===== src/rtl/pipe_ctrl_pkg.sv =====
// rtl/pipe_ctrl_pkg.sv - shared state encodings and default configuration for the pipeline sequencer
package pipe_ctrl_pkg;

  localparam int PIPE_STATE_W = 3;

  // Default configuration values for the sequencer
  localparam int PIPE_RF_RESET_CYCLES_DEF     = 4;
  localparam int PIPE_BOOT_FLUSH_CYCLES_DEF   = 2;
  localparam int PIPE_BRANCH_FLUSH_CYCLES_DEF = 1;
  localparam int PIPE_CNT_W_DEF               = 32;

  typedef enum logic [PIPE_STATE_W-1:0] {
    PIPE_ST_RST_HOLD     = 3'd0,
    PIPE_ST_BOOT_FLUSH   = 3'd1,
    PIPE_ST_RUN          = 3'd2,
    PIPE_ST_BRANCH_FLUSH = 3'd3,
    PIPE_ST_MEM_WAIT     = 3'd4
  } pipe_state_e;

  // True in states where hazard and wait inputs drive the stage controls
  function automatic logic pipe_st_active(input pipe_state_e st);
    return (st == PIPE_ST_RUN) || (st == PIPE_ST_BRANCH_FLUSH) || (st == PIPE_ST_MEM_WAIT);
  endfunction

endpackage


===== src/rtl/pipe_perf_cnt.sv =====
// rtl/pipe_perf_cnt.sv - enable-driven wrapping performance counter
module pipe_perf_cnt #(
  parameter int W = 32
) (
  input  logic         clk,
  input  logic         aresetn,
  input  logic         en,
  output logic [W-1:0] cnt
);

  // Count enabled cycles; the counter wraps naturally at 2^W
  always_ff @(posedge clk or negedge aresetn) begin
    if (!aresetn) begin
      cnt <= '0;
    end else if (en) begin
      cnt <= cnt + 1'b1;
    end
  end

endmodule


===== src/rtl/pipe_ctrl.sv =====
// rtl/pipe_ctrl.sv - pipeline sequencer merging hazards and memory waits into stage stall/clear controls
module pipe_ctrl
  import pipe_ctrl_pkg::*;
#(
  parameter int RF_RESET_CYCLES     = PIPE_RF_RESET_CYCLES_DEF,
  parameter int BOOT_FLUSH_CYCLES   = PIPE_BOOT_FLUSH_CYCLES_DEF,
  parameter int BRANCH_FLUSH_CYCLES = PIPE_BRANCH_FLUSH_CYCLES_DEF,
  parameter int CNT_W               = PIPE_CNT_W_DEF
) (
  input  logic             clk,
  input  logic             aresetn,
  input  logic             i_mem_hazard,
  input  logic             i_branch_taken,
  input  logic             i_imem_ready,
  input  logic             i_dmem_req,
  input  logic             i_dmem_ready,
  output logic             o_rf_reset,
  output logic             o_if_stall,
  output logic             o_id_stall,
  output logic             o_id_clr,
  output logic             o_ex_stall,
  output logic             o_ex_clr,
  output logic             o_me_stall,
  output logic             o_wb_clr,
  output logic             o_busy,
  output logic [CNT_W-1:0] o_stall_cnt,
  output logic [CNT_W-1:0] o_flush_cnt
);

  // Down-counter reload values; the counter expires at zero, so load N-1
  localparam logic [3:0] RF_INIT   = 4'(RF_RESET_CYCLES - 1);
  localparam logic [3:0] BOOT_INIT = 4'(BOOT_FLUSH_CYCLES - 1);
  localparam logic [1:0] BR_INIT   = 2'(BRANCH_FLUSH_CYCLES - 1);

  pipe_state_e state;
  pipe_state_e state_nxt;
  logic [3:0]  seq_cnt;
  logic [3:0]  seq_cnt_nxt;
  logic [1:0]  br_cnt;
  logic [1:0]  br_cnt_nxt;
  logic        dmem_wait;
  logic        flush_inc;
  logic        stall_inc;

  assign dmem_wait = i_dmem_req & ~i_dmem_ready;

  // Mealy control decode and next-state selection from state and live hazard inputs
  always_comb begin
    state_nxt   = state;
    seq_cnt_nxt = seq_cnt;
    br_cnt_nxt  = br_cnt;
    flush_inc   = 1'b0;
    o_rf_reset  = 1'b1;
    o_if_stall  = 1'b0;
    o_id_stall  = 1'b0;
    o_id_clr    = 1'b0;
    o_ex_stall  = 1'b0;
    o_ex_clr    = 1'b0;
    o_me_stall  = 1'b0;
    o_wb_clr    = 1'b0;

    case (state)
      PIPE_ST_RST_HOLD: begin
        o_rf_reset = 1'b0;
        o_id_clr   = 1'b1;
        o_ex_clr   = 1'b1;
        o_wb_clr   = 1'b1;
        if (seq_cnt == 4'd0) begin
          state_nxt   = PIPE_ST_BOOT_FLUSH;
          seq_cnt_nxt = BOOT_INIT;
        end else begin
          seq_cnt_nxt = seq_cnt - 4'd1;
        end
      end

      PIPE_ST_BOOT_FLUSH: begin
        o_id_clr = 1'b1;
        o_ex_clr = 1'b1;
        o_wb_clr = 1'b1;
        if (seq_cnt == 4'd0) begin
          state_nxt = PIPE_ST_RUN;
        end else begin
          seq_cnt_nxt = seq_cnt - 4'd1;
        end
      end

      default: begin
        // A branch held in EX across a memory wait is seen again on the
        // ready cycle; it was already counted when the wait began.
        flush_inc = i_branch_taken && (state != PIPE_ST_MEM_WAIT);
        if (dmem_wait) begin
          // Freeze everything, including any remaining branch flush count
          o_if_stall = 1'b1;
          o_id_stall = 1'b1;
          o_ex_stall = 1'b1;
          o_me_stall = 1'b1;
          o_wb_clr   = 1'b1;
          state_nxt  = PIPE_ST_MEM_WAIT;
        end else if (i_branch_taken) begin
          // Branch outranks the load-use hazard: that instruction is wrong-path
          o_id_clr   = 1'b1;
          o_ex_clr   = 1'b1;
          br_cnt_nxt = BR_INIT;
          state_nxt  = (BR_INIT != 2'd0) ? PIPE_ST_BRANCH_FLUSH : PIPE_ST_RUN;
        end else if (br_cnt != 2'd0) begin
          o_id_clr   = 1'b1;
          o_ex_clr   = 1'b1;
          br_cnt_nxt = br_cnt - 2'd1;
          state_nxt  = (br_cnt == 2'd1) ? PIPE_ST_RUN : PIPE_ST_BRANCH_FLUSH;
        end else if (i_mem_hazard) begin
          o_if_stall = 1'b1;
          o_id_stall = 1'b1;
          o_ex_clr   = 1'b1;
          state_nxt  = PIPE_ST_RUN;
        end else if (!i_imem_ready) begin
          o_if_stall = 1'b1;
          o_id_clr   = 1'b1;
          state_nxt  = PIPE_ST_RUN;
        end else begin
          state_nxt = PIPE_ST_RUN;
        end
      end
    endcase
  end

  // Sequencer state, boot down-counter and branch flush remainder
  always_ff @(posedge clk or negedge aresetn) begin
    if (!aresetn) begin
      state   <= PIPE_ST_RST_HOLD;
      seq_cnt <= RF_INIT;
      br_cnt  <= 2'd0;
    end else begin
      state   <= state_nxt;
      seq_cnt <= seq_cnt_nxt;
      br_cnt  <= br_cnt_nxt;
    end
  end

  assign o_busy    = (state != PIPE_ST_RUN);
  assign stall_inc = o_if_stall & pipe_st_active(state);

  pipe_perf_cnt #(.W(CNT_W)) u_stall_cnt (
    .clk     (clk),
    .aresetn (aresetn),
    .en      (stall_inc),
    .cnt     (o_stall_cnt)
  );

  pipe_perf_cnt #(.W(CNT_W)) u_flush_cnt (
    .clk     (clk),
    .aresetn (aresetn),
    .en      (flush_inc),
    .cnt     (o_flush_cnt)
  );

endmodule


===== config.mk =====
export PLATFORM = sky130hd
export DESIGN_NAME = pipe_ctrl
export DESIGN_NICKNAME = d
export VERILOG_FILES = /design/src/rtl/pipe_ctrl_pkg.sv /design/src/rtl/pipe_perf_cnt.sv /design/src/rtl/pipe_ctrl.sv
export SDC_FILE = /design/constraint.sdc
export NUM_CORES = 1
export LEC_CHECK = 0
export ABC_AREA = 1
export CORE_ASPECT_RATIO = 0.75
export CORE_UTILIZATION = 35
export CTS_CLUSTER_SIZE = 16
export DETAILED_ROUTE_END_ITERATION = 16
export GPL_ROUTABILITY_DRIVEN = 0
export GPL_TIMING_DRIVEN = 0
export PLACE_DENSITY_LB_ADDON = 0.2
export SKIP_CTS_REPAIR_TIMING = 1
export SLEW_MARGIN = 40
export SYNTH_ARGS = -nofsm -noshare
export SYNTH_HDL_FRONTEND = slang
export SYNTH_SLANG_ARGS = --single-unit

===== constraint.sdc =====
create_clock -name clk -period 2.1 [get_ports clk]
set_input_delay 0.21 -clock clk [delete_from_list [all_inputs] [get_ports clk]]
set_output_delay 0.21 -clock clk [all_outputs]
set_load 0.1 [all_outputs]

==> flow_summary_export.csv, run 1 <==
group,metric,value,unit
synthesis,synth_largest_type_area_fraction,41.8,%
clock_network,worst_skew_pair.late_latency,330,ps
die,std_cell_rows,34,
finish,finalNetCount,653,
finish,finish.instance_area,5230,sq um
synthesis,synth-edff-count,0,
pwr,cellPowerDensity,987,nW/um^2
sta,timing.final.crit_share,94.2,%
grt,grt_antenna_before_repair,0,
drt,wl_per_cell,13.4,microns
drt,drt-pass1-iter-count,5,
die,coreArea,11700,sq um
sta,worst_slew_margin_rel,66.2,%
setup_path,crit_path_start_kind,"register",
synthesis,synth_top_area_cell,"dfrtp_1",
grt,global_route_wire_length_before_repair,18.2,mm
synthesis,post_syn_area_per_cell,7.75,sq um
pwr,irDropWorstVdd,0.000851,V
grt,first_global_vias,3548,
clock_network,clk_root_buffer_cell,"clkbuf_16",
finish,layout-drive-gt1-share,20.6,%
setup_path,worst-r2r-cell-count,7,
hold_path,timing.hold.worst.class,"input port to async pin",
pwr,p_leak,0.00265,uW
clock_network,clkSlewWorstSetupHoldPaths,60,ps
grt,grt_start_max_net_pins,43,
setup_path,cp.buffers_inverters,4,
die,effective_utilization_at_floorplan,36.4,%
drt,drc,0,
place,pre_cts_ws,170,ps
clock_network,clock_buffer_count_from_cts,9,
finish,fill_cell_total_of_the_finished_layout,1193,
setup_path,cp_common_cell,"inv_1",
sta,min_setup_slack_post_route,121,ps
clock_network,numClockSinks,73,
synthesis,synth.lib_cells_used.distinct,28,
place,dpl-instance-area,4940,sq um
drt,drt_iter0_drc,165,
finish,antenna-diode-count,0,
sta,period_minus_slack,1980,ps
drt,routed_via_density,4.69,
synthesis,synthesis.yosys.warnings,0,
synthesis,netlist_top_cells_area,"dfrtp_1 (42%), nand2_1 (14%), nor2_1 (6.5%)",
synthesis,ys_dominant_reg_cell,"dfrtp_1",
place,port-buffer-count,79,
finish,layout_commonest_cell,"nand2_1",
clock_network,clockBufferDepth,2,
sta,timing.final.setup_violations,0,
grt,total_grt_overflow,0,
sta,skew,5.13,ps
die,die_height,97.5,microns
clock_network,cts_tree,"built",
grt,track_usage,18.6,%
place,place_hpwl,8.26,mm
synthesis,yosys_register_bits,73,
drt,dr_total_vias,3782,
die,die_width,129,microns
sta,report.final.slew_viol_count,0,
setup_path,worst-endpoint-required,1890,ps
synthesis,syn-instance-count,549,
sta,finalHoldViolations,0,
setup_path,critical_path_cell_count,8,
setup_path,dominant_delay_contributor_by_cell_family_on_the_critical_path,"buffers and inverters",
setup_path,worstPathCellList,"inv_1 > ha_1 > inv_1 > nor2_4 > nand2_1 > inv_1 > a21oi_2 > buf_6",
sta,f_max,505,MHz
synthesis,async_set_reset_flop_share_out_of_synthesis,100,%
setup_path,timing.critical_path.arrival,1770,ps
drt,final_antenna_net_count,0,
drt,routed_wirelength,10.8,mm
setup_path,slowest_delay,390,ps
setup_path,timing.critical_path.slowest_stage_cell,"dfrtp_1",
synthesis,mappedNetlistArea,4250,sq um
run,timing.max_cap.violations,0,
finish,area.growth.synth_to_final,23.0,%
synthesis,synth_seq_area_share,43.0,%
setup_path,cp-end-kind,"primary output",
run_status,status,"finished clean",
synthesis,synthesis.nets,561,
die,dieArea,12600,sq um
setup_path,crit_type,"register to primary output",
clock_network,ctsHtreeMaxLevel,3,
sta,worst_pin_slew,511,ps
setup_path,worstPathMaxFanout,4,
die,io-pin-count,80,
finish,layout_common_cells,"nand2_1 (163), nor2_1 (74), buf_2 (69), dfrtp_1 (67), inv_1 (65)",
-- area by class of cell --
class | instances | area [sq um] | area share [%]
plain buffers | 5 | 61.3 | 1.17
clock buffers | 11 | 243 | 4.64
clock inverters | 4 | 20.0 | 0.383
inverters | 67 | 251 | 4.81
multi-input cells | 404 | 2140 | 40.9
flip-flops and latches | 73 | 1830 | 35.1
well taps | 162 | 203 | 3.87
repair buffers | 81 | 482 | 9.21
-- layer usage --
| layer | GRT usage, % | up-vias | share of wire (%) |
|---|---|---|---|
| li1 | - | 1908 | - |
| met1 | 28.6 | 1777 | 53 |
| met5 | 0 | - | 0 |
| met4 | 4.34 | 0 | 0.81 |
| met3 | 4.74 | 8 | 5.9 |
| met2 | 25.4 | 89 | 40 |
-- worst register-to-register path, cell delays in order (launching register included) --
cell	delay [ps]
dfrtp_2	390
ha_1	180
inv_1	60
nor2_1	340
nand3_1	250
nor2_2	240
nand2_1	100
xnor2_1	140
-- power by group --
part	switching, uW	internal, uW	total (uW)
clock network	566	817	1380
registers	158	1580	1740
logic	1640	399	2040
total	2370	2800	5160
-- cells by family (layout without fill, tap and decap cells) --
family / after synthesis / in the layout / share of synthesized area, %
DFF: 73 / 73 / 43.0
and+or+nand+nor: 337 / 337 / 37.1
buffers and inverters: 72 / 168 / 7.36
xor gates and xnor gates: 39 / 39 / 8.03
adders and majority gates: 5 / 5 / 1.47
AOI/OAI and AO/OA: 23 / 23 / 3.00
-- stage by stage --
stage	hold slack, ps	utilization (%)	std cells	setup TNS [ps]	total power, uW
2_1_floorplan	-85.6	-	549	-70.2	3410
3_3_place_gp	483	45.1	790	-141650	3890
3_5_place_dp	119	42.2	791	0	3780
4_1_cts	-239	44.5	806	-143	5200
5_1_grt	356	44.7	807	-0.229	5420
6_report	334	44.7	807	0	5160
-- cell usage after synthesis, types with 6 or more instances --
cell      count
xor2_1       26
inv_1        65
nand2_1     163
xnor2_1      13
nor2_1       74
nor3_1       10
nand4_1      16
nor2_4       12
dfrtp_1      71
nand3_1      40
nand3b_1      6
o21ai_0      17
-- worst paths after layout --
path / slack [ps] / end / start
max in group asynchronous: 1180 / seq_cnt[0] / aresetn
hold / removal: 330 / u_flush_cnt.cnt[25] / aresetn
min in group clk: 500 / u_flush_cnt.cnt[31] / u_flush_cnt.cnt[31]
setup reg to reg: 300 / u_stall_cnt.cnt[20] / u_stall_cnt.cnt[1]
setup / recovery: 120 / o_id_clr / br_cnt[0]
hold reg to reg: 500 / u_flush_cnt.cnt[31] / u_flush_cnt.cnt[31]
-- state kept, by name, indices dropped and copies added, names as in the netlist --
name	count
u_flush_cnt.cnt	32
seq_cnt	4
br_cnt	2
state	3
u_stall_cnt.cnt	32
Note: power is estimated with default switching activity, not from simulation.
==> run 2, diff against run 1 <==
==> constraint.sdc (replaced) <==
create_clock -name clk -period 1.87 [get_ports clk]
set_input_delay 0.187 -clock clk [delete_from_list [all_inputs] [get_ports clk]]
set_output_delay 0.187 -clock clk [all_outputs]
set_load 0.1 [all_outputs]
==> run 2 against run 1 <==
- non-clock buffer count increased by 3
- count of clock-buffer cells in the layout grew 2
- utilization is 1.6 points higher
- setup slack got worse by 120 ps
- critical path type unchanged
- largest power group unchanged
- highest routed layer unchanged
==> flow_summary_export.csv, run 2 (same netlist as run 1, synthesis figures left out) <==
group,metric,value,unit
drt,routed_wirelength,10.6,mm
setup_path,crit_type,"register to primary output",
pwr,report.power.total,6090,uW
grt,track_usage,18.3,%
sta,timing.final.crit_share,100,%
finish,finalNetCount,656,
grt,first_global_vias,3433,
grt,groute.layer.met3.usage,4.52,%
setup_path,cp-end-kind,"primary output",
sta,tns,0,ps
setup_path,worst-endpoint-required,1680,ps
sta,period_minus_slack,1870,ps
drt,dr_total_vias,3822,
clock_network,clockBufferDepth,2,
sta,min_setup_slack_post_route,0.641,ps
place,dpl-instance-area,5000,sq um
pwr,p_leak,0.00264,uW
setup_path,crit_path_start_kind,"register",
clock_network,numClockSinks,73,
run,timing.max_cap.violations,0,
pwr,cellPowerDensity,1120,nW/um^2
place,port-buffer-count,79,
clock_network,clkSlewWorstSetupHoldPaths,60,ps
finish,layout_commonest_cell,"nand2_1",
finish,multi_input_comb_area,2170,sq um
finish,fill_cell_total_of_the_finished_layout,1154,
drt,final_antenna_net_count,0,
clock_network,cts_tree,"built",
finish,largest_registers,"u_flush_cnt.cnt: 32 flops, u_stall_cnt.cnt: 32 flops, seq_cnt: 4 flops",
pwr,seq_power_share,32.4,%
sta,worst_pin_slew,498,ps
finish,finish.instance_area,5410,sq um
die,effective_utilization_at_floorplan,36.4,%
pwr,power_frac_comb,39.0,%
setup_path,timing.critical_path.arrival,1680,ps
place,pre_cts_ws,-38.6,ps
run_status,status,"finished clean",
finish,antenna-diode-count,0,
die,coreArea,11700,sq um
finish,layout_common_cells,"nand2_1 (161), nor2_1 (72), buf_2 (67), inv_1 (61), nand3_1 (40)",
hold_path,timing.hold.worst.class,"input port to async pin",
sta,f_max,535,MHz
sta,timing.final.setup_violations,0,
clock_network,ctsHtreeMaxLevel,3,
grt,grt_start_max_net_pins,49,
finish,seqCellArea,1880,sq um
grt,total_grt_overflow,0,
pwr,power.switching,2690,uW
pwr,power_switching_share,44.1,%
sta,skew,9.35,ps
grt,grt.met2_usage,24.6,%
drt,drt_iter0_drc,257,
finish,area.growth.synth_to_final,27.3,%
grt,top_usage_layer,"met1",
grt,grt_antenna_before_repair,0,
drt,drt-pass1-iter-count,5,
sta,worst_slew_margin_rel,66.6,%
drt,drc,0,
finish,layout-drive-gt1-share,27.4,%
pwr,relative_contribution_of_the_clock_network_to_total_power,28.6,%
sta,report.final.slew_viol_count,0,
sta,finalHoldViolations,0,
sta,rsz0062_at_grt,"yes",
die,dieArea,12600,sq um
clock_network,clock_buffer_count_from_cts,9,
clock_network,worst_skew_pair.late_latency,330,ps
die,die_height,97.5,microns
grt,global_route_wire_length_before_repair,17.6,mm
die,std_cell_rows,34,
grt,grt_util_met1,28.2,%
clock_network,clk_root_buffer_cell,"clkbuf_16",
die,die_width,129,microns
sta,timing.hold.ws,291,ps
setup_path,worst-r2r-cell-count,10,
drt,wl_per_cell,13.1,microns
place,place_hpwl,8.12,mm
pwr,irDropWorstVdd,0.000999,V
die,io-pin-count,80,
setup_path,worstPathMaxFanout,4,
drt,routed_via_density,4.71,
pwr,intPower,3400,uW
[run 2: cell count changes in the layout (fill, tap and decap cells not counted), sizes merged]
cell    before  now
bufinv       0    1
clkbuf      12   13
clkinv       4    2
buf         79   83
[run 2: path summary, 6_finish.rpt]
kind | start | to | slack [ps]
worst max-delay path | br_cnt[0] | o_id_clr | 0.6
worst min-delay path | aresetn | u_flush_cnt.cnt[31] | 290
worst max register to register | br_cnt[0] | u_stall_cnt.cnt[26] | 90
worst min register to register | u_stall_cnt.cnt[7] | u_stall_cnt.cnt[7] | 490
max in group asynchronous | aresetn | seq_cnt[0] | 1010
min in group clk | u_stall_cnt.cnt[7] | u_stall_cnt.cnt[7] | 490
[run 2: layout make-up]
class | count | area share (%)
Multi-Input combinational cell | 404 | 40.1
Sequential cell | 73 | 34.7
Timing Repair Buffer | 84 | 10.0
Clock buffer | 13 | 4.81
Inverter | 67 | 4.69
Tap cell | 162 | 3.74
Buffer | 5 | 1.13
Clock inverter | 3 | 0.740
[run 2: worst max-delay path, stage by stage (launching register included)]
cell	delay, ps
dfrtp_1	410
inv_2	80
ha_4	140
inv_4	40
nor2_4	160
nand2_4	80
o21ai_4	220
a21oi_4	60
buf_12	170
[run 2: routing by layer]
| metal | up-vias | share of wire (%) |
|---|---|---|
| met1 | 1809 | 53 |
| met2 | 87 | 41 |
| li1 | 1916 | - |
| met5 | - | 0 |
| met3 | 10 | 4.6 |
| met4 | 0 | 1.1 |
[run 2: metrics by stage]
| stage | std cells | util (%) |
|---|---|---|
| final | 811 | 46.3 |
| after global placement | 790 | 45.6 |
| after global routing | 811 | 46.3 |
| after floorplan | 549 | - |
| after CTS | 807 | 45.3 |
| after detailed placement | 791 | 42.7 |
[run 2: power by group through the flow]
stage                     sequential, uW  clock (uW)  combinational (uW)
after CTS                           1970        1800                2290
after global routing                2000        1870                2520
after floorplan                     2670           0                1200
after global placement              1990           0                2410
final                               1970        1740                2380
after detailed placement            2000           0                2280
==> run 3, diff against run 2 <==
--- a/config.mk
+++ b/config.mk
@@ -8,10 +8,10 @@
 export ABC_AREA = 1
 export CORE_ASPECT_RATIO = 0.75
 export CORE_UTILIZATION = 35
+export CTS_CLUSTER_DIAMETER = 100
 export CTS_CLUSTER_SIZE = 16
 export DETAILED_ROUTE_END_ITERATION = 16
 export GPL_ROUTABILITY_DRIVEN = 0
-export GPL_TIMING_DRIVEN = 0
 export PLACE_DENSITY_LB_ADDON = 0.2
 export SKIP_CTS_REPAIR_TIMING = 1
 export SLEW_MARGIN = 40
==> run 3 against run 2 <==
- the run now ends with negative setup slack left
- combinational power increased by 11%
- flip-flop and latch count stayed put
- routed wire length is 5.6% higher
- critical endpoint unchanged
==> flow_summary_export.csv, run 3 (same netlist as run 1, synthesis figures left out) <==
group,metric,value,unit
place,place_hpwl,8.68,mm
drt,drt_iter0_drc,260,
grt,total_grt_overflow,0,
run_status,failing_checks,"negative setup slack",
sta,timing.final.setup_violations,2,
place,port-buffer-count,79,
finish,area.growth.synth_to_final,34.2,%
sta,period_minus_slack,1910,ps
setup_path,cp-end-kind,"primary output",
setup_path,worst-endpoint-required,1680,ps
drt,routed_wirelength,11.2,mm
pwr,p_leak,0.00269,uW
finish,layout_commonest_cell,"nand2_1",
die,io-pin-count,80,
hold_path,timing.hold.worst.class,"input port to async pin",
clock_network,numClockSinks,73,
setup_path,timing.critical_path.arrival,1720,ps
finish,final_core_utilization,48.8,%
pwr,cellPowerDensity,1130,nW/um^2
grt,first_global_vias,3716,
setup_path,slowest_delay,410,ps
finish,layout_common_cells,"nand2_1 (161), buf_4 (80), nor2_1 (72), inv_1 (62), nand3_1 (40)",
drt,dr_total_vias,3889,
setup_path,critical_path.reg2reg.endpoint,"u_stall_cnt.cnt[19]",
die,coreArea,11700,sq um
sta,f_max,524,MHz
die,effective_utilization_at_floorplan,36.4,%
place,pre_cts_ws,-6.97,ps
drt,drc,0,
setup_path,crit-reg2reg-launch,"br_cnt[0]",
setup_path,crit_type,"register to primary output",
clock_network,worst_skew_pair.late_latency,330,ps
clock_network,clkSlewWorstSetupHoldPaths,60,ps
finish,multi_input_comb_area,2150,sq um
drt,routed_via_density,4.74,
finish,seqCellArea,1880,sq um
drt,wl_per_cell,13.7,microns
setup_path,worstPathCellList,"inv_1 > ha_1 > inv_2 > nor2_4 > nand2_2 > o21ai_4 > a21oi_4 > buf_12",
sta,timing.final.crit_share,102,%
run_status,status,"finished, violations left",
sta,worst_pin_slew,437,ps
grt,grt_antenna_before_repair,0,
setup_path,worstPathMaxFanout,4,
pwr,irDropWorstVdd,0.00116,V
sta,finalHoldViolations,0,
grt,track_usage,19.2,%
run,timing.max_cap.violations,0,
setup_path,crit_path_start_kind,"register",
die,dieArea,12600,sq um
finish,largest_registers,"u_flush_cnt.cnt: 32 flops, u_stall_cnt.cnt: 32 flops, seq_cnt: 4 flops",
pwr,report.power.total,6470,uW
die,std_cell_rows,34,
finish,antenna-diode-count,0,
clock_network,clockBufferDepth,2,
clock_network,clk_root_buffer_cell,"clkbuf_16",
die,die_width,129,microns
grt,global_route_wire_length_before_repair,18.7,mm
sta,skew,8.08,ps
die,die_height,97.5,microns
finish,layout-drive-gt1-share,28.6,%
sta,worst_slew_margin_rel,70.5,%
clock_network,clock_buffer_count_from_cts,9,
finish,finalNetCount,665,
sta,rsz0062_at_grt,"yes",
setup_path,timing.critical_path.slowest_stage_cell,"dfrtp_1",
finish,fill_cell_total_of_the_finished_layout,1140,
clock_network,cts_tree,"built",
grt,grt_start_max_net_pins,32,
setup_path,setup_slack_of_the_most_critical_reg_to_reg_path,130,ps
clock_network,ctsHtreeMaxLevel,3,
sta,report.final.slew_viol_count,0,
setup_path,worst-r2r-cell-count,10,
sta,min_setup_slack_post_route,-39.1,ps
drt,drt-pass1-iter-count,5,
drt,final_antenna_net_count,0,
==> run 3: cell count changes in the layout (fill, tap and decap cells not counted), sizes merged <==
cell      delta
buf          +9
clkbuf       -4
clkinv       +2
clkinvlp     +2
bufinv       +1
inv          -1
==> run 3: critical path: cells and delay by family (launching register included) <==
family          cells  cell delay [ps]
compound gates      2              290
fa+ha+maj           1              150
flops               1              410
buf+inv             3              290
simple gates        2              240
==> run 3: per-layer routing <==
layer  routed length (microns)  vias up  part of all wire, %  GRT usage [%]
li1                          -     1938                    -              -
met5                         0        -                    0              0
met2                      4790      114                   43           27.3
met4                       107        0                 0.96           5.79
met3                       704        9                  6.3           4.63
met1                      5600     1828                   50           28.3
==> run 3: worst max-delay path by stage <==
stage,start,endpoint,slack (ps),cells past startpoint
2_1_floorplan,state[2],o_ex_clr,-160,5
3_3_place_gp,i_dmem_req,u_stall_cnt.cnt[24],60,10
3_5_place_dp,i_dmem_req,u_stall_cnt.cnt[24],-7,10
4_1_cts,br_cnt[0],o_id_clr,-80,8
5_1_grt,br_cnt[0],o_id_clr,-120,8
6_report,br_cnt[0],o_id_clr,-40,8
==> run 3: through the flow <==
step	area (sq um)	hold slack (ps)	cells	TNS [ps]
6_report	5710	328	820	-62.7
5_1_grt	5710	351	820	-230
4_1_cts	5640	-229	814	-168
3_5_place_dp	5320	136	798	-6.97
3_3_place_gp	5320	136	798	0
2_1_floorplan	4340	-109	549	-290
==> run 3: area by class of cell <==
type                       instances  area share [%]
inverter                          67            4.47
multi-input combinational        404            37.8
clock inverter                     7            1.67
tap                              162            3.55
clock buffer                       9            3.95
timing repair buffer              98            15.6
sequential                        73            33.0
==> run 3: where the power goes <==
part,internal [uW],leakage (uW),total [uW],switching (uW)
Combinational,713,0.00161,2630,1910
Sequential,1790,0.000928,1980,186
Clock,1170,0.000155,1860,692
